**src/rtl/mem_arbiter_pkg.sv**
```systemverilog
`default_nettype none
// ============================================================================
// Module      : mem_arbiter_pkg
// Description : Shared types and defaults for the two-port memory arbiter.
//               Holds the FSM state encoding, the owner encoding and the
//               default fetch-starvation limit.
// Revision    : 1.0 - initial release
// ============================================================================
package mem_arbiter_pkg;

    // Arbiter FSM states (explicit 2-bit encoding)
    typedef enum logic [1:0] {
        IDLE  = 2'd0,
        REQ_I = 2'd1,
        REQ_D = 2'd2,
        RESP  = 2'd3
    } state_t;

    // Which requester owns the current transaction
    typedef enum logic {
        OWN_I = 1'b0,
        OWN_D = 1'b1
    } owner_t;

    // Maximum consecutive D-grants while a fetch is waiting
    localparam int DEFAULT_STARVE_LIMIT = 4;

endpackage : mem_arbiter_pkg
`default_nettype wire

```
**src/rtl/arb_starve_counter.sv**
```systemverilog
`default_nettype none
// ============================================================================
// Module      : arb_starve_counter
// Description : Saturating count of consecutive D-grants made while the
//               I-port was waiting. at_limit tells the arbiter that the next
//               contested grant must go to the I-port.
// Ports       : clk, reset (sync, active-high)
//               d_grant   - a D-grant is being made this cycle
//               i_grant   - an I-grant is being made this cycle
//               i_waiting - i_req was high when the grant was made
//               at_limit  - streak has reached STARVE_LIMIT
// Revision    : 1.0 - initial release
// ============================================================================
module arb_starve_counter
    import mem_arbiter_pkg::*;
#(
    parameter int STARVE_LIMIT = DEFAULT_STARVE_LIMIT
) (
    input  logic clk,
    input  logic reset,
    input  logic d_grant,
    input  logic i_grant,
    input  logic i_waiting,
    output logic at_limit
);

    localparam int                c_cnt_w = $clog2(STARVE_LIMIT + 1);
    localparam logic [c_cnt_w-1:0] c_limit = c_cnt_w'(STARVE_LIMIT);

    logic [c_cnt_w-1:0] r_streak_q;
    logic [c_cnt_w-1:0] w_streak_d;

    always_comb begin
        w_streak_d = r_streak_q;
        if (i_grant) begin
            w_streak_d = '0;
        end else if (d_grant) begin
            // Only a D-grant that actually made a fetch wait counts toward
            // starvation; an uncontested one restarts the streak.
            if (i_waiting) begin
                if (r_streak_q != c_limit) begin
                    w_streak_d = r_streak_q + c_cnt_w'(1);
                end
            end else begin
                w_streak_d = '0;
            end
        end
    end

    always_ff @(posedge clk) begin
        if (reset) begin
            r_streak_q <= '0;
        end else begin
            r_streak_q <= w_streak_d;
        end
    end

    assign at_limit = (r_streak_q == c_limit);

endmodule : arb_starve_counter
`default_nettype wire

```
**src/rtl/mem_arbiter.sv**
```systemverilog
`default_nettype none
// ============================================================================
// Module      : mem_arbiter
// Description : Shares one variable-latency memory between the instruction
//               fetch port (I) and the data port (D). D has priority; a
//               starvation counter forces an I-grant after STARVE_LIMIT
//               contested D-grants. One transaction at a time:
//               IDLE -> REQ_x -> RESP -> IDLE.
// Ports       : clk, reset (sync, active-high)
//               i_req/i_addr -> i_ready/i_rdata          fetch port
//               d_req/d_write/d_addr/d_wdata
//                            -> d_ready/d_rdata          data port
//               mem_req/mem_write/mem_addr/mem_wdata
//                            <- mem_ready/mem_rdata      backing memory
// Revision    : 1.0 - initial release
// ============================================================================
module mem_arbiter
    import mem_arbiter_pkg::*;
#(
    parameter int STARVE_LIMIT = DEFAULT_STARVE_LIMIT,
    parameter int ADDR_W       = 32,
    parameter int DATA_W       = 32
) (
    input  logic              clk,
    input  logic              reset,
    input  logic              i_req,
    input  logic [ADDR_W-1:0] i_addr,
    output logic              i_ready,
    output logic [DATA_W-1:0] i_rdata,
    input  logic              d_req,
    input  logic              d_write,
    input  logic [ADDR_W-1:0] d_addr,
    input  logic [DATA_W-1:0] d_wdata,
    output logic              d_ready,
    output logic [DATA_W-1:0] d_rdata,
    output logic              mem_req,
    output logic              mem_write,
    output logic [ADDR_W-1:0] mem_addr,
    output logic [DATA_W-1:0] mem_wdata,
    input  logic              mem_ready,
    input  logic [DATA_W-1:0] mem_rdata
);

    state_t            r_state_q, w_state_d;
    owner_t            r_owner_q, w_owner_d;
    logic              r_write_q, w_write_d;
    logic [ADDR_W-1:0] r_addr_q,  w_addr_d;
    logic [DATA_W-1:0] r_wdata_q, w_wdata_d;
    logic [DATA_W-1:0] r_resp_q,  w_resp_d;

    logic w_idle;
    logic w_at_limit;
    logic w_d_grant;
    logic w_i_grant;

    // Port requests are only looked at in IDLE.
    assign w_idle    = (r_state_q == IDLE);
    assign w_d_grant = w_idle && d_req && (!i_req || !w_at_limit);
    assign w_i_grant = w_idle && i_req && !w_d_grant;

    arb_starve_counter #(
        .STARVE_LIMIT (STARVE_LIMIT)
    ) u_starve (
        .clk       (clk),
        .reset     (reset),
        .d_grant   (w_d_grant),
        .i_grant   (w_i_grant),
        .i_waiting (i_req),
        .at_limit  (w_at_limit)
    );

    always_comb begin
        w_state_d = r_state_q;
        w_owner_d = r_owner_q;
        w_write_d = r_write_q;
        w_addr_d  = r_addr_q;
        w_wdata_d = r_wdata_q;
        w_resp_d  = r_resp_q;
        case (r_state_q)
            IDLE: begin
                if (w_d_grant) begin
                    w_state_d = REQ_D;
                    w_owner_d = OWN_D;
                    w_write_d = d_write;
                    w_addr_d  = d_addr;
                    w_wdata_d = d_wdata;
                end else if (w_i_grant) begin
                    w_state_d = REQ_I;
                    w_owner_d = OWN_I;
                    w_write_d = 1'b0;
                    w_addr_d  = i_addr;
                    w_wdata_d = '0;
                end
            end
            REQ_I, REQ_D: begin
                if (mem_ready) begin
                    // Stores return zero so d_rdata never shows stale data.
                    w_resp_d  = r_write_q ? '0 : mem_rdata;
                    w_state_d = RESP;
                end
            end
            RESP:    w_state_d = IDLE;
            default: w_state_d = IDLE;
        endcase
    end

    always_ff @(posedge clk) begin
        if (reset) begin
            r_state_q <= IDLE;
            r_owner_q <= OWN_I;
            r_write_q <= 1'b0;
            r_addr_q  <= '0;
            r_wdata_q <= '0;
            r_resp_q  <= '0;
        end else begin
            r_state_q <= w_state_d;
            r_owner_q <= w_owner_d;
            r_write_q <= w_write_d;
            r_addr_q  <= w_addr_d;
            r_wdata_q <= w_wdata_d;
            r_resp_q  <= w_resp_d;
        end
    end

    // All outputs are decoded purely from registers.
    assign mem_req   = (r_state_q == REQ_I) || (r_state_q == REQ_D);
    assign mem_write = r_write_q;
    assign mem_addr  = r_addr_q;
    assign mem_wdata = r_wdata_q;
    assign i_ready   = (r_state_q == RESP) && (r_owner_q == OWN_I);
    assign d_ready   = (r_state_q == RESP) && (r_owner_q == OWN_D);
    assign i_rdata   = (r_owner_q == OWN_I) ? r_resp_q : '0;
    assign d_rdata   = (r_owner_q == OWN_D) ? r_resp_q : '0;

endmodule : mem_arbiter
`default_nettype wire
```
**config.mk**
```make
export PLATFORM = sky130hd
export DESIGN_NAME = mem_arbiter
export DESIGN_NICKNAME = d
export VERILOG_FILES = /design/src/rtl/mem_arbiter_pkg.sv /design/src/rtl/arb_starve_counter.sv /design/src/rtl/mem_arbiter.sv
export SDC_FILE = /design/constraint.sdc
export NUM_CORES = 1
export LEC_CHECK = 0
export CORE_ASPECT_RATIO = 0.8
export CORE_MARGIN = 2
export CORE_UTILIZATION = 26
export CTS_BUF_LIST = sky130_fd_sc_hd__clkbuf_8
export CTS_CLUSTER_SIZE = 14
export DETAILED_ROUTE_END_ITERATION = 8
export SYNTH_ARGS = -nofsm -noshare
export SYNTH_HDL_FRONTEND = slang
export SYNTH_SLANG_ARGS = --single-unit
```
**constraint.sdc**
```tcl
create_clock -name clk -period 1.7 [get_ports clk]
set_input_delay 0.34 -clock clk [delete_from_list [all_inputs] [get_ports clk]]
set_output_delay 0.34 -clock clk [all_outputs]
set_load 0.02 [all_outputs]
```
Word-level counts from Yosys, hierarchy flattened
Index checks and enable logic that the tools add are counted.
- logic and storage cells: 52
- output and inout bits: 132
- register bits: 103
- equal/unequal tests: 8
- add/subtract/negate cells: 1
- reductions and logical operators: 19
- muxes and demuxes: 16
- bitwise logic cells: 1
- operators by type and width (kind ; number):
    $mux 32 ; 7
    $reduce_and 2->1 ; 4
    $logic_and 1x1->1 ; 6
    $mux 2 ; 3
    $mux 3 ; 2
    $pmux 2 s3 ; 1
    $eq 2x2->1 const B ; 2
    $reduce_or 2->1 ; 2
    $add 3x1->3 const B ; 1
    $eq 3x3->1 const B ; 1
    $logic_not 1->1 ; 3
    $mux 1 ; 3
    $ne 3x1->1 const B ; 1
    $ne 3x3->1 const B ; 1
    $eq 2x1->1 const B ; 1
    $logic_not 2->1 ; 1
    $logic_or 1x1->1 ; 2
    $ne 2x1->1 const B ; 1
    $ne 2x2->1 const B ; 1
    $reduce_bool 2->1 ; 1
    $not 1->1 ; 1

Logic depth before layout (Yosys ltp)
- depth after elaboration: 9
- depth in mapped cells: 7

By module
A second synthesis with hierarchy kept.
- cell total of the unflattened synthesis: 566
- area, all modules: 4842.1 µm²
- by module, submodules not included (module ; sequential area each (µm²) ; cells each ; instances ; area each (µm²)):
    mem_arbiter ; 2001.9 ; 545 ; 1 ; 4668.2
    arb_starve_counter ; 60.1 ; 21 ; 1 ; 173.9

Worst setup path before layout
No wires, ideal clock.
- kind: reg2reg
- start point: register r_state_q[0]
- end point: register r_resp_q[24]
- clock period less this slack: 1.612 ns
- setup slack: 0.088 ns
- setup time: 0.071 ns
- stages on the path, launching flop included: 8
- arrival: 1.541 ns
- path through: dfxtp_1 > inv_1 > ha_1 > buf_2 > nand2_1 > clkbuf_1 > nand2_1 > a21oi_1
- longest elaborated chain between the ends: 3
- elaborated cells between the ends (all ways): 4
- those cells by class: eq/ne: 2; reduce/logical: 2
- RTL lines (element ; line ; RTL):
    from (decl) ; mem_arbiter.sv:44 ; state_t r_state_q, w_state_d;
    from (signal assigned) ; mem_arbiter.sv:116 ; r_state_q <= w_state_d;
    $eq 2x1->1 / $eq 2x2->1 (equally long branches) ; mem_arbiter.sv:79 ; case (r_state_q)
    $reduce_or 2->1 (*) ; mem_arbiter.sv:79 ;
    $reduce_and 2->1 (no line) (*) ; n/a ;
    to (signal assigned) ; mem_arbiter.sv:121 ; r_resp_q <= w_resp_d;
    to (decl) ; mem_arbiter.sv:49 ; logic [DATA_W-1:0] r_resp_q, w_resp_d;
Mark *: on every way between the ends. The rest lies on a longest branch, timed or not.
A chain may end at the register's enable or synchronous reset.

Final worst setup path
- start point: register r_owner_q
- end point: output port i_rdata[9]
- longest elaborated chain between the ends: 1
- RTL lines (element ; line ; RTL):
    from (decl) ; mem_arbiter.sv:45 ; owner_t r_owner_q, w_owner_d;
    from (signal assigned) ; mem_arbiter.sv:117 ; r_owner_q <= w_owner_d;
    $mux 32 ; mem_arbiter.sv:132 ; assign i_rdata = (r_owner_q == OWN_I) ? r_resp_q : '0;
    to (decl) ; mem_arbiter.sv:29 ; output logic [DATA_W-1:0] i_rdata,
Every way passes these cells.

==> flow_summary.ini <==
[clocking]
clock-sinks = 103
clock_latency_ns = 0.38
cts-htree-levels = 3
hold_buffers = 0
cts.path.max_buffers = 2
numCtsBuffers = 9
path_clk_slew_ns = 0.10
root_buffer = clkbuf_8
tritoncts = yes

[logic_synthesis]
syn_area_um2 = 4720
synth_fp_nets = 700
synth-edff-count = 0
synth_top_cell_area_share = 0.437
synthTopCellsByArea = dfxtp_1 (44%), a32oi_1 (6.1%), nand4b_1 (5.9%)
synth_cell_type_count = 32
synth-seq-cells = 103
ys_seq_area_frac = 0.437
synth_warnings = 0
synthesis.instances = 561
ys.flop_type = dfxtp_1
yosysMostFrequentCell = dfxtp_1
yosysTopAreaCell = dfxtp_1
ys_async_sr_fraction = 0
synth_area_per_cell_um2 = 8.42
synth_common_cells = dfxtp_1 (103), nor2_1 (66), nand2_1 (38)

[critical_path]
required_ns = 1.36
startpoint_type = flip-flop
crit_fanout = 13
critPathCaptureType = primary output
crit_arrival_ns = 1.31
crit_type = flip-flop to primary output

[detailed_routing]
vias = 5015
drt_pass1_iterations = 4
wl_per_cell_um = 16.7
post_drt_via_cell_ratio = 4.81
wl_mm = 17.4
drt-initial-drc-count = 231
drc = 0
ant_nets = 0

[timing]
clock-skew-final_ns = 0.0133
whs_ns = 0.382
fin_crit_ns = 1.65
rsz0062_at_grt = true
final_max_slew_viol_count = 0
setup_viol = 0
fmax_mhz = 607
maxSlewHeadroom = 0.807
worst_slew_pin_slew_ns = 0.290
hold_viol = 0
period_share = 0.969

[power_and_ir_drop]
ir_worst_vdd_mv = 0.563
p_leak_nw = 3.31
powerDensity_nw_per_um2 = 1280

[placed_design]
port-buffer-count = 265
numPlacedInstances = 1024
place.gp.congestion = 0.733
dp_hpwl_mm = 11.8
place_area_um2 = 7720

[cells_and_area]
stdcell_area_um2 = 7720
nNetsFinal = 947
n_fill_cell = 1833
drive_above_1_share = 0.159
n_antenna_cell = 0
finalNonFillerCells = 1043
synthToLayoutAreaGrowth_pct = 63.5
final_util = 0.430

[floorplanning]
initial_core_util = 0.263
dieHeight_um = 125
die_x_um = 155
boundaryPins = 266
rows = 44
dieArea_um2 = 19300
core_um2 = 17900

[global_routing]
grt_pass1_vias = 5045
grt.total_usage = 0.176
antenna_found_initial = 0
grt_pass1_wl_mm = 27.3
grt_max_degree = 60
grt_overflow = 0

[job]
drv_cap = 0

[worst_hold_path]
hp-class = input port to flip-flop

[outcome]
status = finished clean
## routing by layer
layer | part of all wire | vias to the layer above | global-route usage
met3 | 0.074 | 12 | 0.0560
li1 | - | 2483 | -
met1 | 0.47 | 2355 | 0.237
met5 | 0 | - | 0
met2 | 0.44 | 165 | 0.275
met4 | 0.010 | 0 | 0.0419
## registers in the layout, summed over array words and instances (netlist names)
| register | cells |
|---|---|
| mem_addr | 32 |
| r_owner_q | 1 |
| mem_write | 1 |
| u_starve.r_streak_q | 3 |
| r_state_q | 2 |
| r_resp_q | 32 |
| mem_wdata | 32 |
## final timing paths
path                        startpoint                             endpoint  slack (ns)  cells past startpoint
max             r_owner_q$_SDFFE_PP0P_                           i_rdata[9]        0.05                      4
min                              reset               r_owner_q$_SDFFE_PP0P_        0.38                      3
max reg2reg  r_state_q[0]$_SDFFE_PP0P_  u_starve.r_streak_q[1]$_SDFFE_PP0P_        0.15                      6
min reg2reg   r_resp_q[2]$_SDFFE_PP0P_             r_resp_q[2]$_SDFFE_PP0P_        0.47                      2
## metrics by stage
step | setup WS (ns) | total power, W | TNS (ns)
after floorplan | 0.0881 | 0.00624 | 0
after global placement | -0.0700 | 0.00862 | -3.51
after CTS | -0.0661 | 0.00984 | -0.107
after global routing | -0.0384 | 0.0106 | -0.0590
final | 0.0534 | 0.00988 | 0
after detailed placement | -0.113 | 0.00864 | -5.28
## cell families after synthesis
logic type      Yosys count  share of synthesized area
simple gates            240                      0.272
compound gates          145                      0.213
flops                   103                      0.437
buf+inv                  68                     0.0657
fa+ha+maj                 5                     0.0132
## worst max-delay path, stage by stage, from the launching register on
cell     delay, ns
dfxtp_4       0.42
buf_8         0.15
buf_6         0.11
nor2b_1       0.10
buf_4         0.15
## cell usage in the layout (no fill, tap or decap), drive strengths merged, types with 2 or more instances in the layout
| cell | n |
|---|---|
| dfxtp | 103 |
| clkbuf | 11 |
| clkdlybuf4s50 | 132 |
| buf | 98 |
| inv | 12 |
| and2 | 34 |
| nor3 | 33 |
| o21ai | 33 |
| a21oi | 36 |
| nor2b | 33 |
| dlymetal6s2s | 9 |
| dlygate4sd2 | 56 |
| nor2 | 66 |
| ha | 5 |
| a32oi | 33 |
| a211oi | 33 |
| clkinv | 2 |
| a32o | 2 |
| nand2 | 38 |
| nand4b | 32 |
## what timing repair did
action | in CTS | in global routing
pin swaps | 0 | 0
resized for setup | 328 | 60
endpoints found under the hold margin | 0 | 0
cloned | 1 | 1
buffers inserted | 0 | 1
endpoints found under the setup margin | 123 | 89
## layout make-up
class                      count  area (um^2)  area share
clock inverter                 6         43.8     0.00567
inverter                       8         30.0     0.00389
multi-input combinational    390         2370       0.307
tap                          230          288      0.0373
timing repair buffer         296         2790       0.361
sequential                   103         2070       0.268
clock buffer                  10          138      0.0178
## report_power, final
part           switching [W]  leakage, nW  total, W  internal, W
Combinational        0.00290         2.37   0.00504      0.00214
Clock               0.000917       0.0988   0.00150     0.000585
Sequential          0.000336        0.846   0.00334      0.00300
(Power assumes the default switching activity.)
